--- src/rtl/gpio_pkg.sv ---
// gpio_pkg: shared definitions for the gpio_mmio responder.
//   - Byte offsets of the four CPU-visible registers.
//   - Bus FSM state type.
//   - Debounce counter width helper.
package gpio_pkg;

  localparam logic [3:0] GPIO_OFF_LED   = 4'h0;
  localparam logic [3:0] GPIO_OFF_SW    = 4'h4;
  localparam logic [3:0] GPIO_OFF_EDGE  = 4'h8;
  localparam logic [3:0] GPIO_OFF_IRQEN = 4'hC;

  typedef enum logic {
    IDLE,
    RESP
  } bus_state_e;

  // Wide enough to hold db_cycles itself, so cnt + 1 never wraps before the compare.
  function automatic int unsigned db_cnt_width(input int unsigned db_cycles);
    return (db_cycles < 2) ? 1 : $clog2(db_cycles + 1);
  endfunction

endpackage

--- src/rtl/switch_debounce.sv ---
// switch_debounce: one raw switch bit -> 2-flop synchronizer -> debounce counter.
// Ports:
//   i_clk, i_rst  clock, asynchronous active-high reset
//   i_sw          raw asynchronous switch input
//   o_db          debounced level (registered)
//   o_rise        one-cycle pulse, high in the cycle before o_db goes 0->1, so a
//                 register sampling it updates on the same edge as o_db
module switch_debounce
  import gpio_pkg::*;
#(
  parameter int unsigned DB_CYCLES = 16
) (
  input  logic i_clk,
  input  logic i_rst,
  input  logic i_sw,
  output logic o_db,
  output logic o_rise
);

  localparam int unsigned    CntW   = db_cnt_width(DB_CYCLES);
  localparam logic [CntW-1:0] CntMax = CntW'(DB_CYCLES);

  logic            r_sync1;
  logic            r_sync2;
  logic            r_db;
  logic [CntW-1:0] r_cnt;
  logic [CntW-1:0] w_cnt_inc;
  logic            w_flip;

  assign w_cnt_inc = r_cnt + CntW'(1);
  assign w_flip    = (r_sync2 != r_db) && (w_cnt_inc == CntMax);
  assign o_rise    = w_flip && !r_db;
  assign o_db      = r_db;

  always_ff @(posedge i_clk or posedge i_rst) begin
    if (i_rst) begin
      r_sync1 <= 1'b0;
      r_sync2 <= 1'b0;
      r_db    <= 1'b0;
      r_cnt   <= '0;
    end else begin
      r_sync1 <= i_sw;
      r_sync2 <= r_sync1;
      if (r_sync2 == r_db) begin
        r_cnt <= '0;
      end else if (w_flip) begin
        r_cnt <= '0;
        r_db  <= ~r_db;
      end else begin
        r_cnt <= w_cnt_inc;
      end
    end
  end

endmodule

--- src/rtl/gpio_mmio.sv ---
// gpio_mmio: memory-mapped GPIO responder on the CPU data bus.
//   0x0 LED (RW), 0x4 SW (RO, debounced), 0x8 EDGE (W1C rising edges), 0xC IRQ_EN (RW).
// Ports:
//   CLK, RST            clock, asynchronous active-high reset
//   req, we, addr, wdata bus request (held until ready), direction, byte offset, data
//   rdata, ready        read data (zero unless ready), one-cycle completion pulse
//   SW                  raw switches
//   LED                 registered LED drive
//   irq                 level interrupt, |(EDGE & IRQ_EN)
module gpio_mmio
  import gpio_pkg::*;
#(
  parameter int unsigned DB_CYCLES = 16,
  parameter int unsigned BASE_SEL  = 0
) (
  input  logic        CLK,
  input  logic        RST,
  input  logic        req,
  input  logic        we,
  input  logic [3:0]  addr,
  input  logic [31:0] wdata,
  output logic [31:0] rdata,
  output logic        ready,
  input  logic [7:0]  SW,
  output logic [7:0]  LED,
  output logic        irq
);

  bus_state_e r_state;
  bus_state_e w_state_d;
  logic       w_cap;
  logic       w_ready;

  logic [7:0] r_led;
  logic [7:0] r_irq_en;
  logic [7:0] r_edge;
  logic [7:0] r_rdata;
  logic [7:0] w_sw_db;
  logic [7:0] w_rise;
  logic [7:0] w_rd_sel;
  logic [7:0] w_w1c;
  logic [7:0] w_edge_d;
  logic [3:0] w_off;
  logic       w_unused;

  // The block only sees word offsets; byte lanes, upper data and BASE_SEL are don't-care.
  assign w_unused = ^{wdata[31:8], addr[1:0], 32'(BASE_SEL)};
  assign w_off    = {addr[3:2], 2'b00};

  for (genvar gi = 0; gi < 8; gi++) begin : g_sw
    switch_debounce #(
      .DB_CYCLES(DB_CYCLES)
    ) u_debounce (
      .i_clk (CLK),
      .i_rst (RST),
      .i_sw  (SW[gi]),
      .o_db  (w_sw_db[gi]),
      .o_rise(w_rise[gi])
    );
  end

  always_comb begin
    w_state_d = r_state;
    w_cap     = 1'b0;
    w_ready   = 1'b0;
    unique case (r_state)
      IDLE: begin
        if (req) begin
          w_cap     = 1'b1;
          w_state_d = RESP;
        end
      end
      RESP: begin
        w_ready   = 1'b1;
        w_state_d = IDLE;
      end
    endcase
  end

  always_comb begin
    w_rd_sel = '0;
    unique case (w_off)
      GPIO_OFF_LED:   w_rd_sel = r_led;
      GPIO_OFF_SW:    w_rd_sel = w_sw_db;
      GPIO_OFF_EDGE:  w_rd_sel = r_edge;
      GPIO_OFF_IRQEN: w_rd_sel = r_irq_en;
      default:        w_rd_sel = '0;
    endcase
  end

  // OR-ing the rise after the clear makes a same-edge set win over W1C.
  assign w_w1c    = (w_cap && we && (w_off == GPIO_OFF_EDGE)) ? wdata[7:0] : 8'h00;
  assign w_edge_d = (r_edge & ~w_w1c) | w_rise;

  always_ff @(posedge CLK or posedge RST) begin
    if (RST) begin
      r_state <= IDLE;
    end else begin
      r_state <= w_state_d;
    end
  end

  always_ff @(posedge CLK or posedge RST) begin
    if (RST) begin
      r_led    <= '0;
      r_irq_en <= '0;
      r_edge   <= '0;
      r_rdata  <= '0;
    end else begin
      r_edge <= w_edge_d;
      if (w_cap) begin
        // Read data is the pre-write value, even for a write to the same register.
        r_rdata <= w_rd_sel;
        if (we && (w_off == GPIO_OFF_LED)) begin
          r_led <= wdata[7:0];
        end
        if (we && (w_off == GPIO_OFF_IRQEN)) begin
          r_irq_en <= wdata[7:0];
        end
      end
    end
  end

  assign ready = w_ready;
  assign rdata = w_ready ? {24'h0, r_rdata} : 32'h0;
  assign LED   = r_led;
  assign irq   = |(r_edge & r_irq_en);

endmodule

--- config.mk ---
export PLATFORM = sky130hd
export DESIGN_NAME = gpio_mmio
export DESIGN_NICKNAME = d
export VERILOG_FILES = /design/src/rtl/gpio_pkg.sv /design/src/rtl/switch_debounce.sv /design/src/rtl/gpio_mmio.sv
export SDC_FILE = /design/constraint.sdc
export NUM_CORES = 1
export LEC_CHECK = 0
export BUFFER_PORTS_ARGS = -buffer_cell sky130_fd_sc_hd__buf_2
export CAP_MARGIN = 20
export CELL_PAD_IN_SITES_DETAIL_PLACEMENT = 1
export CELL_PAD_IN_SITES_GLOBAL_PLACEMENT = 1
export CORE_MARGIN = 5
export CORE_UTILIZATION = 47
export CTS_CLUSTER_SIZE = 25
export DETAILED_ROUTE_END_ITERATION = 8
export GPL_ROUTABILITY_DRIVEN = 1
export PLACE_DENSITY = 0.91
export SYNTH_ARGS = -nofsm -noshare
export SYNTH_HDL_FRONTEND = slang
export SYNTH_SLANG_ARGS = --single-unit
--- constraint.sdc ---
create_clock -name CLK -period 6.95 [get_ports CLK]
set_input_delay 0.695 -clock CLK [delete_from_list [all_inputs] [get_ports CLK]]
set_output_delay 0.695 -clock CLK [all_outputs]
set_load 0.05 [all_outputs]
-- Word-level counts from Yosys, hierarchy flattened
Index checks and enable logic that the tools add are counted.
- $add $sub $neg: 8
- equal/unequal tests: 27
- mux-type cells: 23
- bitwise gates (word level): 21
- reduce and logical (&&, ||, !) cells: 40
- operator list (cell ; count):
    $mux W5 ; 16
    $add A5 B1 Y5 const B ; 8
    $eq A5 B5 Y1 const B ; 8
    $pmux W8 S4 ; 1
    $logic_and A1 B1 Y1 ; 20
    $reduce_and A2 Y1 ; 10
    $not A1 Y1 ; 17
    $and A8 B8 Y8 ; 2
    $mux W8 ; 2
    $eq A1 B1 Y1 ; 8
    $logic_not A1 Y1 ; 8
    $ne A1 B1 Y1 ; 8
    $not A8 Y8 ; 1
    $or A8 B8 Y8 ; 1
    $reduce_or A8 Y1 ; 1
    $eq A2 B2 Y1 const B ; 2
    $logic_not A4 Y1 ; 1
    $mux W1 ; 3
    $eq A2 B1 Y1 const B ; 1
    $pmux W1 S2 ; 1
- register bits: 97
- bits of input ports: 48
- output and inout bits: 42
- word-level logic and storage cells: 156

-- Logic depth before layout (Yosys ltp)
Gate-level depths: netlist of run 1.
- depth after elaboration: 8
- mapped depth: 5
- depth with buffers taken out: 5

-- Cells and area by module
A second synthesis of run 1 with hierarchy kept.
- cells, all modules: 365
- area total of the unflattened synthesis: 4569.4 um^2
- modules (own cells, without submodules) (module ; instances ; cells an instance ; area each (um^2) ; sequential area each (um^2)):
    switch_debounce ; 8 ; 26 ; 346.6 ; 200.2
    gpio_mmio ; 1 ; 157 ; 1796.7 ; 825.8

-- Least setup slack after synthesis of run 1
Ideal clock, no wire load.
- kind: reg-to-output
- from: register r_state
- to: output port rdata[0]
- arrival time: 1.105 ns
- data required time: 6.255 ns
- slack: 5.150 ns
- cell stages (with the launch flop): 2
- path buffers: 0
- cell sequence: dfrtp_1 > and2_2
- word-level cells in the longest chain between the ends: 2
- ends and longest elaborated chain (element ; RTL line ; text):
    start: declaration ; gpio_mmio.sv:29 ; bus_state_e r_state;
    start signal: assignment ; gpio_mmio.sv:99 ; r_state <= w_state_d;
    $mux W1 ; gpio_mmio.sv:66 ; unique case (r_state)
    $mux W8 ; gpio_mmio.sv:125 ; assign rdata = w_ready ? {24'h0, r_rdata} : 32'h0;
    end: declaration ; gpio_mmio.sv:22 ; output logic [31:0] rdata,
No other way between the ends.

-- Worst setup path in the final report of run 1
- from: register r_edge[2]
- to: output port irq
- word-level cells in the longest chain between the ends: 2
- ends and longest elaborated chain (element ; RTL line ; text):
    start: declaration ; gpio_mmio.sv:36 ; logic [7:0] r_edge;
    start signal: assignment ; gpio_mmio.sv:110 ; r_edge <= w_edge_d;
    $and A8 B8 Y8 ; gpio_mmio.sv:127 ; assign irq = |(r_edge & r_irq_en);
    $reduce_or A8 Y1 ; gpio_mmio.sv:127 ;
    end: declaration ; gpio_mmio.sv:26 ; output logic irq
No other way between the ends.

==> results of run 1 <==
==> worst max-delay path, stage by stage, from the launching register on <==
cell and delay, ns:
dfrtp_1 0.44, a22oi_1 0.24, nand4_1 0.18, buf_2 0.25
==> per-stage QoR <==
step           instances  area (µm²)
6_report             505        4820
5_1_grt              505        4820
4_1_cts              504        4820
3_5_place_dp         488        4590
3_3_place_gp         488        4590
2_1_floorplan        365        4460
==> logic make-up (layout without fill, tap and decap cells) <==
kind of cell | after synthesis | count (layout) | share of synthesized area [%]
multiplexers | 32 | 32 | 11.1
other | 1 | 24 | 0.0858
buffers and inverters | 29 | 58 | 4.92
AO/OA/AOI/OAI | 29 | 29 | 4.49
adder cells (fa/ha/maj) | 8 | 8 | 2.29
flip-flops | 97 | 97 | 55.5
AND/OR/NAND/NOR | 103 | 103 | 13.0
XOR/XNOR | 43 | 43 | 8.62
==> final timing paths <==
kind	startpoint	endpoint	slack, ns	cells past startpoint
max reg2reg	r_state$_DFF_PP0_	LED[5]$_DFFE_PP0P_	5.06	3
min	g_sw[0].u_debounce.r_sync1$_DFF_PP0_	g_sw[0].u_debounce.r_sync2$_DFF_PP0_	0.35	0
min reg2reg	g_sw[0].u_debounce.r_sync1$_DFF_PP0_	g_sw[0].u_debounce.r_sync2$_DFF_PP0_	0.35	0
max in group asynchronous	RST	LED[2]$_DFFE_PP0P_	5.47	3
max	r_edge[2]$_DFF_PP0_	irq	4.79	3
min in group asynchronous	RST	g_sw[4].u_debounce.r_sync1$_DFF_PP0_	0.40	2
==> power by group through the flow <==
stage               combinational, mW  clock (mW)  sequential, mW
floorplan                       0.180           0           0.715
global placement                0.254           0           0.685
detailed placement              0.264           0           0.693
CTS                             0.267       0.423           0.685
global route                    0.280       0.445           0.693
finish                          0.264       0.414           0.686
==> cell usage after synthesis (3+ instances only) <==
| library cell | instances | area, µm² |
|---|---|---|
| or3b_1 | 4 | 35.0 |
| nor3_1 | 5 | 25.0 |
| mux2_4 | 8 | 120 |
| and3_1 | 3 | 18.8 |
| xor2_1 | 19 | 166 |
| nand4b_1 | 3 | 26.3 |
| dfrtp_1 | 97 | 2430 |
| and3b_1 | 5 | 43.8 |
| nand4_1 | 4 | 25.0 |
| nand2_1 | 19 | 71.3 |
| o2bb2ai_1 | 7 | 61.3 |
| mux2_2 | 16 | 180 |
| mux4_2 | 7 | 158 |
| a22oi_1 | 4 | 30.0 |
| a21o_1 | 5 | 37.5 |
| o21ai_0 | 5 | 25.0 |
| and2_1 | 3 | 18.8 |
| ha_1 | 8 | 100 |
| buf_4 | 26 | 195 |
| a21oi_1 | 7 | 35.0 |
| nor2_1 | 24 | 90.1 |
| xnor2_1 | 24 | 210 |
| and2_2 | 8 | 60.1 |
| nand3_1 | 18 | 90.1 |
==> layout make-up <==
cell class	count	area [µm²]
fill	964	4330
timing repair buffer	41	208
tap	111	139
clock inverter	5	77.6
sequential	97	2430
clock buffer	11	151
inverter	1	6.26
multi-input combinational	239	1810
==> metal layers <==
layer  global-route usage (%)  wire length [µm]  vias to the layer above
met5                        0                 0                        -
met4                     6.39               187                        0
met3                     3.89               303                       16
met2                     32.3              5180                       55
met1                     20.7              4020                     1404
li1                         -                 -                     1237
==> sequential cells by signal, indices dropped and copies added, names as in the netlist <==
signal	cells
g_sw.u_debounce.r_cnt	40
LED	8
g_sw.u_debounce.o_db	8
g_sw.u_debounce.r_sync1	8
g_sw.u_debounce.r_sync2	8
r_edge	8
r_irq_en	8
r_rdata	8
r_state	1
==> reports/metrics.yaml, run 1 <==
fin_total_pwr_mw: 1.36
clkPwrFrac_pct: 30.3
core_um2: 9150
layout_common_cells: "97 x dfrtp_1, 40 x buf_2, 24 x xnor2_1, 24 x nor2_1, 24 x conb_1"
slew-limit-headroom_pct: 54.4
p_sw_share_pct: 30.6
htreeDepth: 3
period_share_pct: 31.1
chipHeight_um: 106
port_buffers: 39
nets: 445
fmax_mhz: 463
cts_root_buf: "clkbuf_8"
period_minus_slack_ns: 2.16
place_hpwl_mm: 6.73
ys_ff_latch: 97
cts.clk_slew.worst_paths_ns: 0.09
routed_wl_mm: 9.69
status: "completed"
yosysSeqAreaShare_pct: 55.5
drcViolationCount: 0
tns_ns: 0
place.gp.congestion: 0.740
postCtsHoldBufs: 0
worstMarginPinSlew_ns: 0.683
p_comb_share_pct: 19.4
drv_slew: 0
cts_num_sinks: 97
clock_skew_ns: 0.00956
utilization_pct: 52.7
crit_path_max_fanout: 3
cp-end-kind: "primary output"
fp.dieW_um: 106
ios: 90
path_class: "flip-flop to primary output"
overflow: 0
power.internal_mw: 0.947
area_growth_pct: 10.4
wl_per_cell_um: 19.2
antenna_left: 0
synth_cells: 342
cts_setup_buffers: 0
start_kind: "flip-flop"
worstPathRequired_ns: 6.25
drive_gt1_share_pct: 25.4
antenna_cells: 0
async_flop_share_pct: 100
grt_max_degree: 51
synth_ff_type: "dfrtp_1"
irDropWorstVdd_v: 0.000130
ctsResizeCount: 0
p_switching_mw: 0.417
power_density_nw_per_um2: 283
cap_violations: 0
via_per_inst: 5.37
drt-initial-drc-count: 94
synth.cell_area_um2: 4370
clockBufferDepth: 2
initial_core_util_pct: 47.8
grt_pass1_wl_mm: 15.7
grtUsageTotal_pct: 17.8
row_count: 35
rsz0062_at_grt: "false"
power_frac_seq_pct: 50.3
hold_viol_final: 0
whs_ns: 0.354
yosysWarnings: 0
hp-class: "flip-flop to flip-flop"
final-setup-viol-count: 0
synth_edf_count: 0
antenna_found_initial: 0
worst_slack_ns: 4.79
num_vias: 2712
cts_made_buffers: 9
postSynthAreaPerCell_um2: 12.8
cts_tree: "done"
clkLatencyLatePin_ns: 0.36
worst_ep_arrival_time_ns: 1.47
first_global_vias: 3040
leakage_nw: 2.30
firstDrtPassIters: 4
final_common_cell: "dfrtp_1"
yosys.cell_types.count: 37
place_ws_ns: 4.59
die_area_um2: 11300
(Power assumes the default switching activity.)
==> inputs of run 2 (changes only) <==
Settings changed: CORE_UTILIZATION 47 to 39, PLACE_DENSITY 0.91 to 0.81.
Clock period 6.95 ns to 1.8 ns, I/O delays scaled along.
==> reports/metrics.yaml, run 2 (synthesis results as in run 1) <==
grtUsageTotal_pct: 14.5  # was 17.8%
violations: "hold timing"
chipHeight_um: 116  # was 106 µm
fp.dieW_um: 116  # was 106 µm
port_buffers: 39  # unchanged
slew-limit-headroom_pct: 61.3  # was 54.4%
antenna_cells: 0  # unchanged
routed_wl_mm: 9.14  # was 9.69 mm
clockBufferDepth: 2  # unchanged
place.gp.congestion: 0.794  # was 0.740
drv_slew: 0  # unchanged
status: "finished with violations"  # was completed
cp-end-kind: "flip-flop"  # was primary output
place_hpwl_mm: 6.23  # was 6.73 mm
period_share_pct: 94.9
utilization_pct: 46.4  # was 52.7%
final-setup-viol-count: 0  # unchanged
layout_common_cells: "97 x dfrtp_1, 39 x buf_2, 24 x xnor2_1, 24 x nor2_1, 24 x conb_1"  # was 97 x dfrtp_1, 40 x buf_2, 24 x xnor2_1, 24 x nor2_1, 24 x conb_1
period_minus_slack_ns: 1.71
core_um2: 10900  # was 9150 µm²
hp-class: "input pin to asynchronous set/reset pin"  # was flip-flop to flip-flop
die_area_um2: 13400  # was 11300 µm²
whs_ns: -0.0202  # was 0.354 ns
antenna_left: 0  # unchanged
start_kind: "flip-flop"  # unchanged
row_count: 38  # was 35
fin_area_um2: 5070  # was 4820 µm²
initial_core_util_pct: 40.0  # was 47.8%
leakage_nw: 2.38  # was 2.30 nW
wl_per_cell_um: 16.8  # was 19.2 µm
grt_pass1_wl_mm: 15.2  # was 15.7 mm
clkLatencyLatePin_ns: 0.34  # was 0.36 ns
nets: 456  # was 445
power_density_nw_per_um2: 1130  # was 283 nW/µm²
drcViolationCount: 0  # unchanged
antenna_found_initial: 0  # unchanged
cts_root_buf: "clkbuf_16"  # was clkbuf_8
worstPathRequired_ns: 2.03  # was 6.25 ns
r2r_slack_ns: 0.09  # was 5.06 ns
final_common_cell: "dfrtp_1"  # unchanged
largest_register_ffs: 40  # unchanged
path_class: "flip-flop to flip-flop"  # was flip-flop to primary output
clock_skew_ns: 0.00620  # was 0.00956 ns
top_register: "g_sw.u_debounce.r_cnt"  # unchanged
ctsResizeCount: 0  # unchanged
r2r_end: "g_sw[4].u_debounce.r_cnt[1]$_DFF_PP0_"  # was LED[5]$_DFFE_PP0P_
ff2ff_path_depth: 5  # was 3
cts.clk_slew.worst_paths_ns: 0.07  # was 0.09 ns
cts_setup_buffers: 0  # unchanged
worstMarginPinSlew_ns: 0.580  # was 0.683 ns
cts_tree: "done"  # unchanged
area_growth_pct: 16.0  # was 10.4%
first_global_vias: 2980  # was 3040
ios: 90  # unchanged
cts_made_buffers: 9  # unchanged
drt-initial-drc-count: 112  # was 94
worst_ep_arrival_time_ns: 1.94  # was 1.47 ns
hold_viol_final: 18  # was 0
crit_path_max_fanout: 5  # was 3
via_per_inst: 4.96  # was 5.37
irDropWorstVdd_v: 0.000518  # was 0.000130 V
cts_num_sinks: 97  # unchanged
tns_ns: 0  # unchanged
cap_violations: 0  # unchanged
fmax_mhz: 585
rsz0062_at_grt: "false"  # unchanged
htreeDepth: 3  # unchanged
overflow: 0  # unchanged
crit-reg2reg-launch: "g_sw[4].u_debounce.r_cnt[0]$_DFF_PP0_"  # was r_state$_DFF_PP0_
grt_max_degree: 98  # was 51
firstDrtPassIters: 4  # unchanged
num_vias: 2696  # was 2712
postCtsHoldBufs: 8  # was 0
post_dp_cell_area_um2: 4670  # was 4590 µm²
drive_gt1_share_pct: 25.2  # was 25.4%
run 2: worst max path at each step:
stage | from | endpoint | slack, ns | depth (start not counted)
2_1_floorplan | r_state$_DFF_PP0_ | LED[0]$_DFFE_PP0P_ | 0.07 | 4
4_1_cts | g_sw[4].u_debounce.r_cnt[0]$_DFF_PP0_ | g_sw[4].u_debounce.o_db$_DFFE_PP0P_ | 0.09 | 5
6_report | g_sw[4].u_debounce.r_cnt[0]$_DFF_PP0_ | g_sw[4].u_debounce.r_cnt[1]$_DFF_PP0_ | 0.09 | 5
5_1_grt | g_sw[4].u_debounce.r_cnt[0]$_DFF_PP0_ | g_sw[4].u_debounce.o_db$_DFFE_PP0P_ | 0.01 | 5
3_3_place_gp | r_state$_DFF_PP0_ | LED[6]$_DFFE_PP0P_ | 0.17 | 3
3_5_place_dp | g_sw[4].u_debounce.r_cnt[0]$_DFF_PP0_ | g_sw[4].u_debounce.r_cnt[1]$_DFF_PP0_ | 0.15 | 5
run 2: critical path, stage by stage (launching register included):
cell,delay [ns]
dfrtp_1,0.43
ha_1,0.25
nand3_1,0.13
xor2_1,0.17
or3b_1,0.43
and3b_1,0.19
run 2: final cells by class:
class / count / area, µm²
tap: 140 / 175
multi-input combinational: 239 / 1810
clock inverter: 5 / 80.1
sequential: 97 / 2430
inverter: 1 / 7.51
clock buffer: 10 / 239
fill: 1146 / 5870
timing repair buffer: 52 / 325
run 2: where the power goes:
| part | internal [mW] | switching, mW | total (mW) |
|---|---|---|---|
| Clock | 1.24 | 0.793 | 2.04 |
| Sequential | 2.43 | 0.214 | 2.64 |
| Combinational | 0.398 | 0.645 | 1.04 |
run 2: per-stage QoR:
stage	setup slack, ns	cells	power, mW
2_1_floorplan	0.0678	365	3.46
3_3_place_gp	0.172	521	3.65
3_5_place_dp	0.145	521	3.70
4_1_cts	0.0864	544	5.78
5_1_grt	0.0111	544	5.95
6_report	0.0919	544	5.72
run 2: layer usage:
metal  GRT usage [%]  part of all wire, %  vias to the layer above
met3            3.24                  4.4                       11
li1                -                    -                     1254
met4            4.02                  1.3                        0
met1            17.7                   41                     1378
met5               0                    0                        -
met2            25.9                   53                       53
